--- config.mk ---
export PLATFORM = sky130hd
export DESIGN_NAME = entropy_pool_ctrl
export DESIGN_NICKNAME = d
export VERILOG_FILES = /design/src/rtl/entropy_pool_ctrl.sv
export SDC_FILE = /design/constraint.sdc
export NUM_CORES = 1
export LEC_CHECK = 0
export ABC_AREA = 1
export BUFFER_PORTS_ARGS = -buffer_cell sky130_fd_sc_hd__buf_2
export CAP_MARGIN = 20
export CORE_ASPECT_RATIO = 1.1
export CORE_MARGIN = 5
export CORE_UTILIZATION = 40
export DETAILED_ROUTE_END_ITERATION = 8
export GPL_ROUTABILITY_DRIVEN = 0
export PLACE_DENSITY = 0.65
export SLEW_MARGIN = 20
export SYNTH_ARGS = -nofsm -noshare
export SYNTH_HDL_FRONTEND = slang
export SYNTH_SLANG_ARGS = --single-unit
--- constraint.sdc ---
create_clock -name clk -period 4.8 [get_ports clk]
set_input_delay 1.2 -clock clk [delete_from_list [all_inputs] [get_ports clk]]
set_output_delay 1.2 -clock clk [all_outputs]
set_load 0.05 [all_outputs]
--- src/rtl/entropy_pool_ctrl.sv ---
// Entropy source sequencer: gates the online health test, discards warm-up bits,
// packs raw bits into words and buffers them in a small FIFO for the conditioner.
module entropy_pool_ctrl #(
    parameter int WORD_W      = 64,
    parameter int POOL_DEPTH  = 4,
    parameter int CAL_TIMEOUT = 4096,
    parameter int WARMUP_BITS = 256
) (
    input  logic                              clk,
    input  logic                              rst,
    input  logic                              en,
    input  logic                              adc_in,
    input  logic                              oht_valid,
    input  logic                              oht_perm_fail,
    output logic                              oht_rst,
    output logic                              oht_full,
    output logic [WORD_W-1:0]                 word_out,
    output logic                              word_valid,
    input  logic                              word_ready,
    output logic [$clog2(POOL_DEPTH+1)-1:0]   pool_level,
    output logic [2:0]                        state,
    output logic                              fault
);

    localparam int LVL_W   = $clog2(POOL_DEPTH + 1);
    localparam int PTR_W   = (POOL_DEPTH > 1) ? $clog2(POOL_DEPTH) : 1;
    localparam int TO_W    = (CAL_TIMEOUT > 1) ? $clog2(CAL_TIMEOUT) : 1;
    localparam int BIT_MAX = (WARMUP_BITS > WORD_W) ? WARMUP_BITS : WORD_W;
    localparam int BC_W    = (BIT_MAX > 1) ? $clog2(BIT_MAX) : 1;

    localparam logic [TO_W-1:0]  TO_LAST   = TO_W'(CAL_TIMEOUT - 1);
    localparam logic [BC_W-1:0]  WARM_LAST = BC_W'(WARMUP_BITS - 1);
    localparam logic [BC_W-1:0]  WORD_LAST = BC_W'(WORD_W - 1);
    localparam logic [LVL_W-1:0] LVL_FULL  = LVL_W'(POOL_DEPTH);
    localparam logic [PTR_W-1:0] PTR_LAST  = PTR_W'(POOL_DEPTH - 1);

    typedef enum logic [2:0] {
        S_IDLE    = 3'd0,
        S_CALIB   = 3'd1,
        S_WARMUP  = 3'd2,
        S_COLLECT = 3'd3,
        S_STALL   = 3'd4,
        S_FAULT   = 3'd5
    } state_e;

    state_e              state_q;
    logic [BC_W-1:0]     bit_cnt_q;
    logic [TO_W-1:0]     to_cnt_q;
    logic [WORD_W-1:0]   sreg_q;
    logic                fault_q;
    logic [WORD_W-1:0]   mem_q [POOL_DEPTH];
    logic [PTR_W-1:0]    wr_ptr_q;
    logic [PTR_W-1:0]    rd_ptr_q;
    logic [LVL_W-1:0]    level_q;
    logic [LVL_W-1:0]    level_d;

    logic                active_s;
    logic                flush_s;
    logic                push_s;
    logic                pop_s;
    logic [WORD_W-1:0]   new_word_s;

    function automatic logic [PTR_W-1:0] ptr_inc(input logic [PTR_W-1:0] p);
        if (p == PTR_LAST) begin
            return '0;
        end else begin
            return p + PTR_W'(1);
        end
    endfunction

    assign active_s   = (state_q == S_CALIB) || (state_q == S_WARMUP) ||
                        (state_q == S_COLLECT) || (state_q == S_STALL);
    assign flush_s    = (state_q == S_IDLE) || (state_q == S_FAULT);
    assign new_word_s = {sreg_q[WORD_W-2:0], adc_in};
    // A word completes only when no higher-priority exit (fault, disable) wins this cycle.
    assign push_s     = (state_q == S_COLLECT) && en && !oht_perm_fail &&
                        (bit_cnt_q == WORD_LAST) && (level_q != LVL_FULL);
    assign pop_s      = (level_q != '0) && word_ready;

    // Next pool occupancy; the FSM uses it so stall/resume decisions see this cycle's pop.
    always_comb begin
        level_d = level_q;
        if (flush_s) begin
            level_d = '0;
        end else if (push_s && !pop_s) begin
            level_d = level_q + LVL_W'(1);
        end else if (pop_s && !push_s) begin
            level_d = level_q - LVL_W'(1);
        end else begin
            level_d = level_q;
        end
    end

    // Pool pointers and occupancy.
    always_ff @(posedge clk) begin
        if (rst) begin
            level_q  <= '0;
            wr_ptr_q <= '0;
            rd_ptr_q <= '0;
        end else begin
            level_q <= level_d;
            if (flush_s) begin
                wr_ptr_q <= '0;
                rd_ptr_q <= '0;
            end else begin
                if (push_s) begin
                    wr_ptr_q <= ptr_inc(wr_ptr_q);
                end
                if (pop_s) begin
                    rd_ptr_q <= ptr_inc(rd_ptr_q);
                end
            end
        end
    end

    // Pool storage; contents are only observable while the level is non-zero.
    always_ff @(posedge clk) begin
        if (push_s && !flush_s) begin
            mem_q[wr_ptr_q] <= new_word_s;
        end
    end

    // Sequencer FSM with its counters, shift register and sticky fault flag.
    always_ff @(posedge clk) begin
        if (rst) begin
            state_q   <= S_IDLE;
            bit_cnt_q <= '0;
            to_cnt_q  <= '0;
            sreg_q    <= '0;
            fault_q   <= 1'b0;
        end else if (active_s && oht_perm_fail) begin
            state_q   <= S_FAULT;
            fault_q   <= 1'b1;
            bit_cnt_q <= '0;
            sreg_q    <= '0;
        end else if (active_s && !en) begin
            state_q   <= S_IDLE;
            bit_cnt_q <= '0;
            sreg_q    <= '0;
        end else begin
            case (state_q)
                S_IDLE: begin
                    to_cnt_q  <= '0;
                    bit_cnt_q <= '0;
                    sreg_q    <= '0;
                    if (en) begin
                        state_q <= S_CALIB;
                    end
                end
                S_CALIB: begin
                    if (oht_valid) begin
                        state_q   <= S_WARMUP;
                        bit_cnt_q <= '0;
                    end else if (to_cnt_q == TO_LAST) begin
                        state_q <= S_FAULT;
                        fault_q <= 1'b1;
                    end else begin
                        to_cnt_q <= to_cnt_q + TO_W'(1);
                    end
                end
                S_WARMUP: begin
                    if (bit_cnt_q == WARM_LAST) begin
                        state_q   <= S_COLLECT;
                        bit_cnt_q <= '0;
                    end else begin
                        bit_cnt_q <= bit_cnt_q + BC_W'(1);
                    end
                end
                S_COLLECT: begin
                    sreg_q <= new_word_s;
                    if (bit_cnt_q == WORD_LAST) begin
                        bit_cnt_q <= '0;
                        if (level_d == LVL_FULL) begin
                            state_q <= S_STALL;
                        end
                    end else begin
                        bit_cnt_q <= bit_cnt_q + BC_W'(1);
                    end
                end
                S_STALL: begin
                    if (level_d != LVL_FULL) begin
                        state_q   <= S_COLLECT;
                        bit_cnt_q <= '0;
                    end
                end
                S_FAULT: begin
                    fault_q <= 1'b1;
                end
                default: begin
                    state_q <= S_FAULT;
                    fault_q <= 1'b1;
                end
            endcase
        end
    end

    assign oht_rst    = (state_q == S_IDLE);
    assign oht_full   = (state_q == S_IDLE) || (state_q == S_STALL) || (state_q == S_FAULT);
    assign word_valid = (level_q != '0);
    assign word_out   = (level_q != '0) ? mem_q[rd_ptr_q] : '0;
    assign pool_level = level_q;
    assign state      = state_q;
    assign fault      = fault_q;

endmodule

### After elaboration in Yosys (flattened, before gate mapping)

Memories as Yosys holds them, arrays and structs flattened. A register that Yosys moved wholly into a read port is not among the register bits.
Index checks and enable logic that the tools add are counted.

| storage, ports and cells | value |
|---|---|
| logic and storage cells | 120 |
| bits in writable memories | 256 |
| register bits after elaboration | 94 |
| output and inout port bits | 74 |
| memories kept | 1 |
| bits of input ports | 7 |

Memory list:

| memory | words | bits a word | rd ports | clocked after Yosys merged registers in | write ports | RTL line | RTL |
|---|---|---|---|---|---|---|---|
| mem_q | 4 | 64 | 1 | 1 | 1 | 51 | `logic [WORD_W-1:0] mem_q [POOL_DEPTH];` |

| cells by class | value |
|---|---|
| muxes and demuxes | 34 |
| bitwise gates (word level) | 3 |
| $add $sub $neg | 6 |
| equal/unequal tests | 33 |
| reduce and logical (&&, ||, !) cells | 34 |

Operator list:

| cell | count |
|---|---|
| one-hot mux 63 bit (2 select lines) | 1 |
| 2-to-1 mux 64 bit | 1 |
| one-hot mux 8 bit (5 select lines) | 1 |
| 2-to-1 mux 3 bit | 12 |
| 2-to-1 mux 8 bit | 4 |
| 2-to-1 mux 12 bit | 2 |
| one-hot mux 12 bit (2 select lines) | 1 |
| one-hot mux 3 bit (6 select lines) | 1 |
| AND reduction 7 bit | 2 |
| adder 12 x 1 -> 12 bit (second input constant) | 1 |
| == test 12 bit (second input constant) | 1 |
| inequality test 2 bit (second input constant) | 6 |
| inequality test 4 x 1 -> 1 bit (second input constant) | 3 |
| logical AND 1 bit | 10 |
| == test 3 bit (second input constant) | 3 |
| inequality test 3 bit (second input constant) | 3 |
| adder 8 x 1 -> 8 bit (second input constant) | 1 |
| == test 8 x 6 -> 1 bit (second input constant) | 1 |
| == test 8 bit (second input constant) | 1 |
| 2-to-1 mux 2 bit | 4 |
| inequality test 2 x 1 -> 1 bit (second input constant) | 4 |
| == test 3 x 2 -> 1 bit (second input constant) | 2 |
| logical OR 1 bit | 6 |
| 2-to-1 mux 1 bit | 6 |
| 23 further kinds | 33 |

### Longest topological paths before layout

| logic depth | value |
|---|---|
| depth in word-level cells | 16 |
| mapped depth | 17 |
| gate-level depth less buffers | 17 |

### Least setup slack after synthesis

OpenSTA, ideal clock, no wires.

| timing path | value |
|---|---|
| path type | input-to-reg |
| start point | input port oht_perm_fail |
| end point | memory mem_q[0][0], enable pin |
| buffers on the path | 1 |
| required time | 4.313 ns |
| path slack | -0.062 ns |
| arrival time | 4.375 ns |
| cell stages on the path | 6 |
| library setup time | 0.487 ns |
| path through | inv_1 > nand2_2 > nor2_4 > nand2_2 > buf_6 > nor2_1 |

| on the way | value |
|---|---|
| cells in the longest elaborated chain, start to end | 7 |

Ends and longest elaborated chain:

| item | RTL line | RTL |
|---|---|---|
| start: declaration | 14 | `input logic oht_perm_fail,` |
| logical NOT 1 bit | 76 | `assign push_s = (state_q == S_COLLECT) && en && !oht_perm_fail &&` |
| logical AND 1 bit (2 in a row) | 76 |  |
| logical AND 1 bit | 77 | `(bit_cnt_q == WORD_LAST) && (level_q != LVL_FULL);` |
| logical AND 1 bit | 118 | `if (push_s && !flush_s) begin` |
| 2-to-1 mux 1 bit | 118 |  |
| 2-to-1 mux 1 bit (implied by the code) | 119 | `mem_q[wr_ptr_q] <= new_word_s;` |
| end: declaration | 51 |  |

No other way between the ends.

==> metrics.md <==
| Metric | Value |
|---|---|
| Status | complete, no violations |
| Core ar. | 34,380 µm² |
| Nets | 1,380 |
| Maxcap violations | 0 |
| Initial Util | 40.66% |
| Sink Count | 352 |
| DRT iter0 DRCs | 521 |
| Final setup viols | 0 |
| Drt first pass iters | 5 |
| Min Tclk post-route | 3.888 ns |
| Ports | 81 |
| Crit end category | output port |
| Initial antenna violation count | 0 |
| Crit-path max FO | 102 |
| Post_cts resized | 0 |
| Library cells used by synthesis | 36 |
| Row Count | 71 |
| Worst setup margin | 0.9118 ns |
| Post-DP HPWL | 17,070 µm |
| Seq/Total Area, Yosys | 68.75% |
| Post-synthesis async set-or-reset flop share | 0% |
| Die H | 206.1 µm |
| Hold_buf cts | 0 |
| Critical Path AT | 2.69 ns |
| Placement Setup Slack | 1.415 ns |
| Most common cell in the netlist | nor2_1 |
| Syn nets | 1,323 |
| Ys Warns | 0 |
| Overflow after GRT | 0 |
| Worst R2R Path Depth | 12 |
| CTS tree | built |
| Clock Path Buffers | 3 |
| GRT Total Usage | 16.07% |
| Syn Inst Count | 1,306 |
| Worst setup SP type | flip-flop |
| Antenna Cells | 0 |
| Setup CP Type | flip-flop to output port |
| DR vias | 9,537 |
| Clk_skew | 0.02854 ns |
| RSZ-0062 raised after global routing | no |
| Hold Path Depth | 1 |
| Pwr Density | 415.6 nW/µm² |
| Primary FF master, synth | edfxtp_1 |
| Share of layout cells above drive strength 1 | 13.53% |
| WL final | 31,490 µm |
| Width of the die | 188.2 µm |
| Critical Path Stages | 5 |
| Hold Crit Class | flip-flop to flip-flop |
| Buf/Inv on CP | 3 |
| Detail Route Antenna Nets | 0 |
| Clk root buf | clkbuf_16 |
| Area grow syn2layout | 14.47% |
| Routed wire per std cell | 17.23 µm |
| # DRC | 0 |
| Post-CTS Setup Inserts | 0 |
| Synth area leaders | edfxtp_1 55%, dfxtp_1 14%, nor2_1 7.6%, a21oi_1 5.6%, o21ai_0 4.8% |
| Fmax | 0.2572 GHz |
| Port buffer count | 80 |
| Peak per-stage delay on the critical path | 0.64 ns |
| Dominant cell type by area after synthesis | edfxtp_1 |
| Mapped Area | 13,980 µm² |
| Die ar. | 38,790 µm² |
| Worst-path cell with the longest stage delay | dfxtp_4 |
| P_leak | 5.797 nW |
| Total CTS buffers | 36 |
| Largest net degree at the start of global routing | 103 |
| Register bit total from synthesis | 352 |
| Global-route wire length before repair | 50,550 µm |
| Number of synthesized flops with an enable pin | 256 |
| Final Util | 46.54% |
| Clk slew on worst S/H paths | 0.06 ns |
| Vias in the first global route | 9,398 |
| Final Hold Vio Count | 0 |
| Vias per cell | 5.217 |
| Post-synth top area share | 55.00% |
| Max_slew headroom | 42.03% |
| Clock latency on the worst-skew pair | 0.53 ns |
| Final slew viol count | 0 |
| Synth Area per Inst | 10.70 µm² |
| H-Tree Level Count | 2 |
| Most common library cells after synthesis | 284 x nor2_1, 256 x edfxtp_1, 156 x a21oi_1 |
| Reg2Reg Setup Slack | 2.12 ns |
| TNS Setup | 0 ns |
| VDD IR max | 0.2889 mV |
| Worst Tran Pin Value | 0.8696 ns |
| Cells along the critical path | clkinv_2, buf_12, o21ai_0, a21oi_1, buf_2 |
| Family with the most delay on the worst path | buffers and inverters |
| Period Utilization, post-route | 81.00% |
| Critical Path RT | 3.60 ns |
==> cells by family (layout without fill, tap and decap cells) <==
group	Yosys count	in the layout	share of synthesized area, %
and+or+nand+nor	519	519	15.85
DFF	352	352	68.75
AOI/OAI and AO/OA	303	303	11.03
buffers and inverters	119	203	3.285
adders and majority gates	10	10	0.8952
xor gates and xnor gates	3	3	0.1880
==> through the flow <==
stage | hold slack, ns | instance area [µm²] | total power [mW] | instances
floorplan | 0.4434 | 13980 | 3.822 | 1306
finish | 0.4827 | 16000 | 6.649 | 1828
CTS | 0.4854 | 16000 | 6.707 | 1828
global placement | 0.4570 | 14850 | 3.985 | 1763
global route | 0.5007 | 16000 | 6.898 | 1828
detailed placement | 0.4760 | 14850 | 3.996 | 1763
==> per-layer routing <==
metal | share of wire [%] | up-vias | GRT usage, %
li1 | - | 4654 | -
met1 | 45 | 4613 | 21.06
met2 | 48 | 217 | 27.45
met3 | 4.5 | 53 | 2.770
met4 | 2.1 | 0 | 5.087
met5 | 0 | - | 0
==> path summary, 6_finish.rpt <==
path | startpoint | end
max | flip-flop | word_out[44]
max reg2reg | state[1] | state[0]
min reg2reg | to_cnt_q[3] | to_cnt_q[3]
min | to_cnt_q[3] | to_cnt_q[3]
==> flip-flops by register name (all words and copies together), names as in the netlist, named ones only <==
register / count
mem_q: 256
sreg_q: 63
to_cnt_q: 12
bit_cnt_q: 8
pool_level: 3
state: 3
rd_ptr_q: 2
wr_ptr_q: 2
fault: 1
==> power breakdown <==
part / switching (mW) / leakage (nW) / internal (mW)
combinational: 0.534 / 1.68 / 0.133
sequential: 0.0297 / 3.54 / 3.24
clock: 1.13 / 0.571 / 1.59
total: 1.69 / 5.80 / 4.96
==> layout make-up <==
type / count / area, µm²
Clock inverter: 11 / 93.84
Multi-Input combinational cell: 835 / 3941
Clock buffer: 54 / 1061
Inverter: 42 / 158.9
Fill cell: 3110 / 18380
Sequential cell: 352 / 9614
Timing Repair Buffer: 96 / 583.1
Tap cell: 438 / 548.0
==> placed cells by master (no fill, tap or decap), types with 36 or more instances in the layout <==
cell       count
nor2_1       280
edfxtp_1     256
a21oi_1      156
o21ai_0      135
nand2_1      117
dfxtp_1       94
buf_2         80
nand3_1       78
clkbuf_16     38
inv_1         36
Power figures use the tool's default switching activity.
